==> src/rtl/mem_arbiter.sv <==
// mem_arbiter: registered two-requester arbiter (icache / dcache) in front of
// a single-ported RAM. A grant is held for as long as its owner keeps
// requesting, so multi-word fills and write-backs are never interleaved.
// Also keeps per-requester completion counters and a sticky RAM error flag.
module mem_arbiter #(
    parameter int ADDR_W = 32,
    parameter int DATA_W = 32
) (
    input  logic              CLK,
    input  logic              RST,
    // instruction cache
    input  logic              iREN,
    input  logic [ADDR_W-1:0] iaddr,
    output logic [DATA_W-1:0] iload,
    output logic              iwait,
    // data cache
    input  logic              dREN,
    input  logic              dWEN,
    input  logic [ADDR_W-1:0] daddr,
    input  logic [DATA_W-1:0] dstore,
    output logic [DATA_W-1:0] dload,
    output logic              dwait,
    // RAM
    output logic              ramREN,
    output logic              ramWEN,
    output logic [ADDR_W-1:0] ramaddr,
    output logic [DATA_W-1:0] ramstore,
    input  logic [DATA_W-1:0] ramload,
    input  logic [1:0]        ramstate,
    // status
    output logic [31:0]       icount,
    output logic [31:0]       dcount,
    output logic              ramerr
);

    localparam logic [1:0] RS_ACCESS = 2'd2;
    localparam logic [1:0] RS_ERROR  = 2'd3;

    // Index of each requester in the per-requester arrays below.
    localparam int REQ_I = 0;
    localparam int REQ_D = 1;

    typedef enum logic [1:0] {
        IDLE   = 2'd0,
        IGRANT = 2'd1,
        DGRANT = 2'd2
    } state_t;

    state_t state_reg;
    state_t state_next;
    logic   prio_reg;       // tie winner: 0 = data, 1 = instruction
    logic   prio_next;
    logic   ramerr_reg;

    logic   dreq;
    logic   ireq;
    logic   granted;
    logic   err_now;

    logic [1:0]  owner;       // one-hot: which requester currently holds the RAM
    logic [1:0]  access;      // owner's RAM access completes this cycle
    logic [31:0] count_reg [2];

    assign dreq = dREN | dWEN;
    assign ireq = iREN;

    assign owner[REQ_I] = (state_reg == IGRANT);
    assign owner[REQ_D] = (state_reg == DGRANT);
    assign granted      = owner[REQ_I] | owner[REQ_D];
    assign err_now      = granted && (ramstate == RS_ERROR);

    // Per-requester completion detection and wrapping transfer counters.
    generate
        for (genvar gi = 0; gi < 2; gi++) begin : g_req
            assign access[gi] = owner[gi] && (ramstate == RS_ACCESS);

            // Count one transfer per ACCESS cycle seen while owning the RAM.
            always_ff @(posedge CLK) begin
                if (RST) begin
                    count_reg[gi] <= '0;
                end else if (access[gi]) begin
                    count_reg[gi] <= count_reg[gi] + 32'd1;
                end
            end
        end
    endgenerate

    assign icount = count_reg[REQ_I];
    assign dcount = count_reg[REQ_D];

    // Wait is released only in the owner's ACCESS cycle; ERROR keeps it high.
    assign iwait = ~access[REQ_I];
    assign dwait = ~access[REQ_D];

    // Read data is a straight pass-through; caches sample it when wait drops.
    assign iload = ramload;
    assign dload = ramload;

    // The error flag is visible in the ERROR cycle itself and sticks afterwards.
    assign ramerr = ramerr_reg | err_now;

    // State, tie-break priority and sticky error registers.
    always_ff @(posedge CLK) begin
        if (RST) begin
            state_reg  <= IDLE;
            prio_reg   <= 1'b0;
            ramerr_reg <= 1'b0;
        end else begin
            state_reg <= state_next;
            prio_reg  <= prio_next;
            if (err_now) begin
                ramerr_reg <= 1'b1;
            end
        end
    end

    // Next-state selection and RAM port steering from the current owner.
    always_comb begin
        state_next = state_reg;
        prio_next  = prio_reg;
        ramREN     = 1'b0;
        ramWEN     = 1'b0;
        ramaddr    = '0;
        ramstore   = '0;

        case (state_reg)
            IDLE: begin
                if (dreq && ireq) begin
                    state_next = prio_reg ? IGRANT : DGRANT;
                end else if (dreq) begin
                    state_next = DGRANT;
                end else if (ireq) begin
                    state_next = IGRANT;
                end
            end

            DGRANT: begin
                ramaddr  = daddr;
                ramstore = dstore;
                ramWEN   = dWEN;
                // A simultaneous read+write request is treated as a write.
                ramREN   = dREN & ~dWEN;
                if (!dreq) begin
                    prio_next  = 1'b1;
                    state_next = ireq ? IGRANT : IDLE;
                end
            end

            IGRANT: begin
                ramaddr = iaddr;
                ramREN  = iREN;
                if (!ireq) begin
                    prio_next  = 1'b0;
                    state_next = dreq ? DGRANT : IDLE;
                end
            end

            default: begin
                state_next = IDLE;
            end
        endcase
    end

endmodule
==> config.mk <==
export PLATFORM = sky130hd
export DESIGN_NAME = mem_arbiter
export DESIGN_NICKNAME = d
export VERILOG_FILES = /design/src/rtl/mem_arbiter.sv
export SDC_FILE = /design/constraint.sdc
export NUM_CORES = 1
export LEC_CHECK = 0
export CAP_MARGIN = 0
export CORE_AREA = 2 2 131 133
export CTS_BUF_LIST = sky130_fd_sc_hd__clkbuf_8
export CTS_CLUSTER_SIZE = 30
export DETAILED_ROUTE_END_ITERATION = 8
export DIE_AREA = 0 0 133 135
export PLACE_DENSITY = 0.7
export SYNTH_ARGS = -nofsm -noshare
export SYNTH_HDL_FRONTEND = slang
export SYNTH_SLANG_ARGS = --single-unit
==> constraint.sdc <==
create_clock -name CLK -period 2.62 [get_ports CLK]
set_input_delay 0.655 -clock CLK [delete_from_list [all_inputs] [get_ports CLK]]
set_output_delay 0.655 -clock CLK [all_outputs]
set_load 0.01 [all_outputs]
==> results of run 1 <==
==> per-layer routing <==
layer | track usage, % | part of all wire [%] | vias up
met5 | 0 | 0.075 | -
li1 | - | - | 2305
met3 | 5.706 | 7.4 | 19
met1 | 23.85 | 42 | 2332
met4 | 4.898 | 1.3 | 2
met2 | 31.12 | 49 | 216
==> worst max-delay path: stages, from the launching register on <==
cell,delay [ps]
sky130_fd_sc_hd__dfxtp_2,360
sky130_fd_sc_hd__inv_2,100
sky130_fd_sc_hd__ha_4,210
sky130_fd_sc_hd__buf_12,150
sky130_fd_sc_hd__and2_1,150
sky130_fd_sc_hd__clkdlybuf4s50_1,590
==> final timing paths <==
kind | cells after the start | slack [ps] | to | start
worst max-delay path | 5 | 40 | ramstore[19] | state_reg[0]
worst min-delay path | 2 | 500 | prio_reg | prio_reg
worst max register to register | 6 | 250 | count_reg[0][16] | count_reg[0][0]
worst min register to register | 2 | 500 | prio_reg | prio_reg
==> cell families after synthesis <==
kind of cell	synth area share, %
compound gates	14.24
xor+xnor	3.855
fa+ha+maj	1.502
buf+inv	13.32
flops	40.05
mux	0.2003
simple gates	26.83
==> synthesized netlist by cell type <==
| master | count |
|---|---|
| sky130_fd_sc_hd__a21o_1 | 1 |
| sky130_fd_sc_hd__a21oi_1 | 41 |
| sky130_fd_sc_hd__a22oi_1 | 33 |
| sky130_fd_sc_hd__a31o_2 | 1 |
| sky130_fd_sc_hd__and2_1 | 40 |
| sky130_fd_sc_hd__and3_1 | 4 |
| sky130_fd_sc_hd__and4_1 | 9 |
| sky130_fd_sc_hd__buf_2 | 3 |
| sky130_fd_sc_hd__buf_4 | 64 |
| sky130_fd_sc_hd__buf_6 | 1 |
| sky130_fd_sc_hd__clkbuf_1 | 31 |
| sky130_fd_sc_hd__clkbuf_2 | 1 |
| sky130_fd_sc_hd__dfxtp_1 | 4 |
| sky130_fd_sc_hd__edfxtp_1 | 64 |
| sky130_fd_sc_hd__ha_1 | 6 |
| sky130_fd_sc_hd__inv_1 | 10 |
| sky130_fd_sc_hd__mux2i_1 | 1 |
| sky130_fd_sc_hd__nand2_1 | 24 |
| sky130_fd_sc_hd__nand2b_1 | 2 |
| sky130_fd_sc_hd__nand3_1 | 22 |
| sky130_fd_sc_hd__nand3_2 | 1 |
| sky130_fd_sc_hd__nand3b_1 | 2 |
| sky130_fd_sc_hd__nand4_1 | 16 |
| sky130_fd_sc_hd__nor2_1 | 28 |
| sky130_fd_sc_hd__nor2b_1 | 33 |
| sky130_fd_sc_hd__nor3_1 | 4 |
| sky130_fd_sc_hd__o21ai_0 | 23 |
| sky130_fd_sc_hd__o31ai_1 | 17 |
| sky130_fd_sc_hd__or2_2 | 3 |
| sky130_fd_sc_hd__or3_1 | 21 |
| sky130_fd_sc_hd__or4_1 | 21 |
| sky130_fd_sc_hd__or4b_2 | 1 |
| sky130_fd_sc_hd__xnor2_1 | 10 |
| sky130_fd_sc_hd__xor2_1 | 12 |
==> metrics by stage <==
stage	area (sq um)	setup WS [ps]	hold WS (ps)
2_1_floorplan	4999	374.2	463.2
3_3_place_gp	7271	-68.64	483.9
3_5_place_dp	7271	-50.96	486.3
4_1_cts	7545	-65.80	489.0
5_1_grt	7597	1.592	529.9
6_report	7597	37.85	501.5
==> report_power, final <==
group	switching [W]	internal, W
clock network	0.000438	0.000531
registers	0.000136	0.00132
logic	0.00105	0.00127
==> repair_timing <==
action	4_1_cts	5_1_grt
gates resized for setup	66	18
setup buffers	0	0
pin swaps	0	2
setup endpoints to repair	63	28
hold endpoints to repair	0	0
cloned	3	0
==> cell type report <==
class / count / area [sq um]
Inverter: 10 / 37.54
Fill cell: 1574 / 8810
Clock inverter: 7 / 91.34
Tap cell: 220 / 275.3
Timing Repair Buffer: 264 / 2669
Multi-Input combinational cell: 376 / 2394
Sequential cell: 68 / 2007
Clock buffer: 9 / 123.9
==> results.json, run 1 <==
{
  "run_status": "completed",
  "final_cell_count_no_fill": 954,
  "synth.yosys.seq_area_share_pct": 40.05,
  "routed_wl_mm": 17.32,
  "nets": 870,
  "crit_path_max_fanout": 15,
  "first_global_vias": 4568,
  "die_h_um": 135,
  "grt_overflow": 0,
  "port_buffers": 235,
  "worst-endpoint-arrival_ps": 1930,
  "post_route_cells_drive_above_1_share_pct": 8.447,
  "std_cell_rows": 47,
  "min_period_over_period_pct": 98.56,
  "finalPower_w": 0.004744,
  "timing_hold_violations_final": 0,
  "initial_core_util_pct": 30.47,
  "detail_route.wl_per_cell_um": 18.15,
  "design.die.area_sq_um": 17960,
  "place.detailed.instances": 935,
  "antenna_found_initial": 1,
  "flip_flop_count_of_the_largest_register_all_copies_and_words_added": 64,
  "worstPathRequired_ps": 1970,
  "post_synth_num_cell_types": 34,
  "cts_max_path_buffers": 2,
  "mappedNetlistArea_sq_um": 4999,
  "layout.core_utilization_pct": 46.31,
  "min-delay-path-class": "reg2reg",
  "power_per_cell_area_nw_per_um2": 624.4,
  "htree_levels": 3,
  "final_period_minus_worst_setup_slack_ps": 2582,
  "layout_common_cells": "sky130_fd_sc_hd__clkdlybuf4s50_1, sky130_fd_sc_hd__edfxtp_1, sky130_fd_sc_hd__dlygate4sd2_1",
  "synth_top_cell_by_area": "sky130_fd_sc_hd__edfxtp_1",
  "final_max_slew_viol_count": 0,
  "path_type_of_the_worst_setup_path": "reg2out",
  "total_cts_buffers": 9,
  "timing.clock.skew_ps": 16.64,
  "timing.max_cap.violations": 0,
  "cts-hold-fix-buffers": 0,
  "count_of_clock_tree_sinks": 68,
  "global_route.usage.total_pct": 18.75,
  "grt_start_max_net_pins": 33,
  "mostFrequentLayoutCell": "sky130_fd_sc_hd__clkdlybuf4s50_1",
  "syn2layout_area_growth_pct": 51.99,
  "routabilityCongestion": 0.7970,
  "clk_root_buffer_cell": "sky130_fd_sc_hd__clkbuf_8",
  "initialDrtViolationCount": 241,
  "fmax_ghz": 0.3873,
  "count_of_vias_placed_by_the_detailed_router": 4874,
  "timing_worst_slew_pin_value_ps": 628.4,
  "grt_setup_unrepaired": "false",
  "ys_top_cells_by_area": "sky130_fd_sc_hd__edfxtp_1, sky130_fd_sc_hd__buf_4, sky130_fd_sc_hd__and2_1",
  "maxSlewHeadroom_pct": 58.11,
  "cts_tree": "yes",
  "postSynthAreaPerCell_sq_um": 9.023,
  "drt-pass1-iter-count": 5,
  "drc": 0,
  "vdd_ir_drop_max_mv": 0.3093,
  "antenna_left": 0,
  "syn_inst": 554,
  "p_leak_nw": 2.846,
  "ys_seq_elements": 68,
  "fin_tns_setup_ps": 0,
  "die_width_um": 133,
  "clkSlewWorstSetupHoldPaths_ps": 80,
  "diodes": 0,
  "wire_length_of_the_first_global_routing_pass_mm": 26.16,
  "synthesis.yosys.warnings": 0,
  "post-dp-hpwl_mm": 13.13,
  "post_drt_via_cell_ratio": 5.109,
  "core_area_sq_um": 16410,
  "io_pins": 332,
  "start_kind": "register",
  "yosys.area.top_type_share_pct": 38.45,
  "critPathCaptureType": "output port",
  "clk-insertion-delay-late_ps": 370,
  "timing.final.setup_violations": 0,
  "synth.net_count": 695
}
Power figures use the tool's default switching activity.
==> run 2: changes to the inputs <==
Settings changed: RECOVER_POWER from default to 25.
==> results of run 2 <==
Final layout, timing and power as in run 1 (identical DEF).
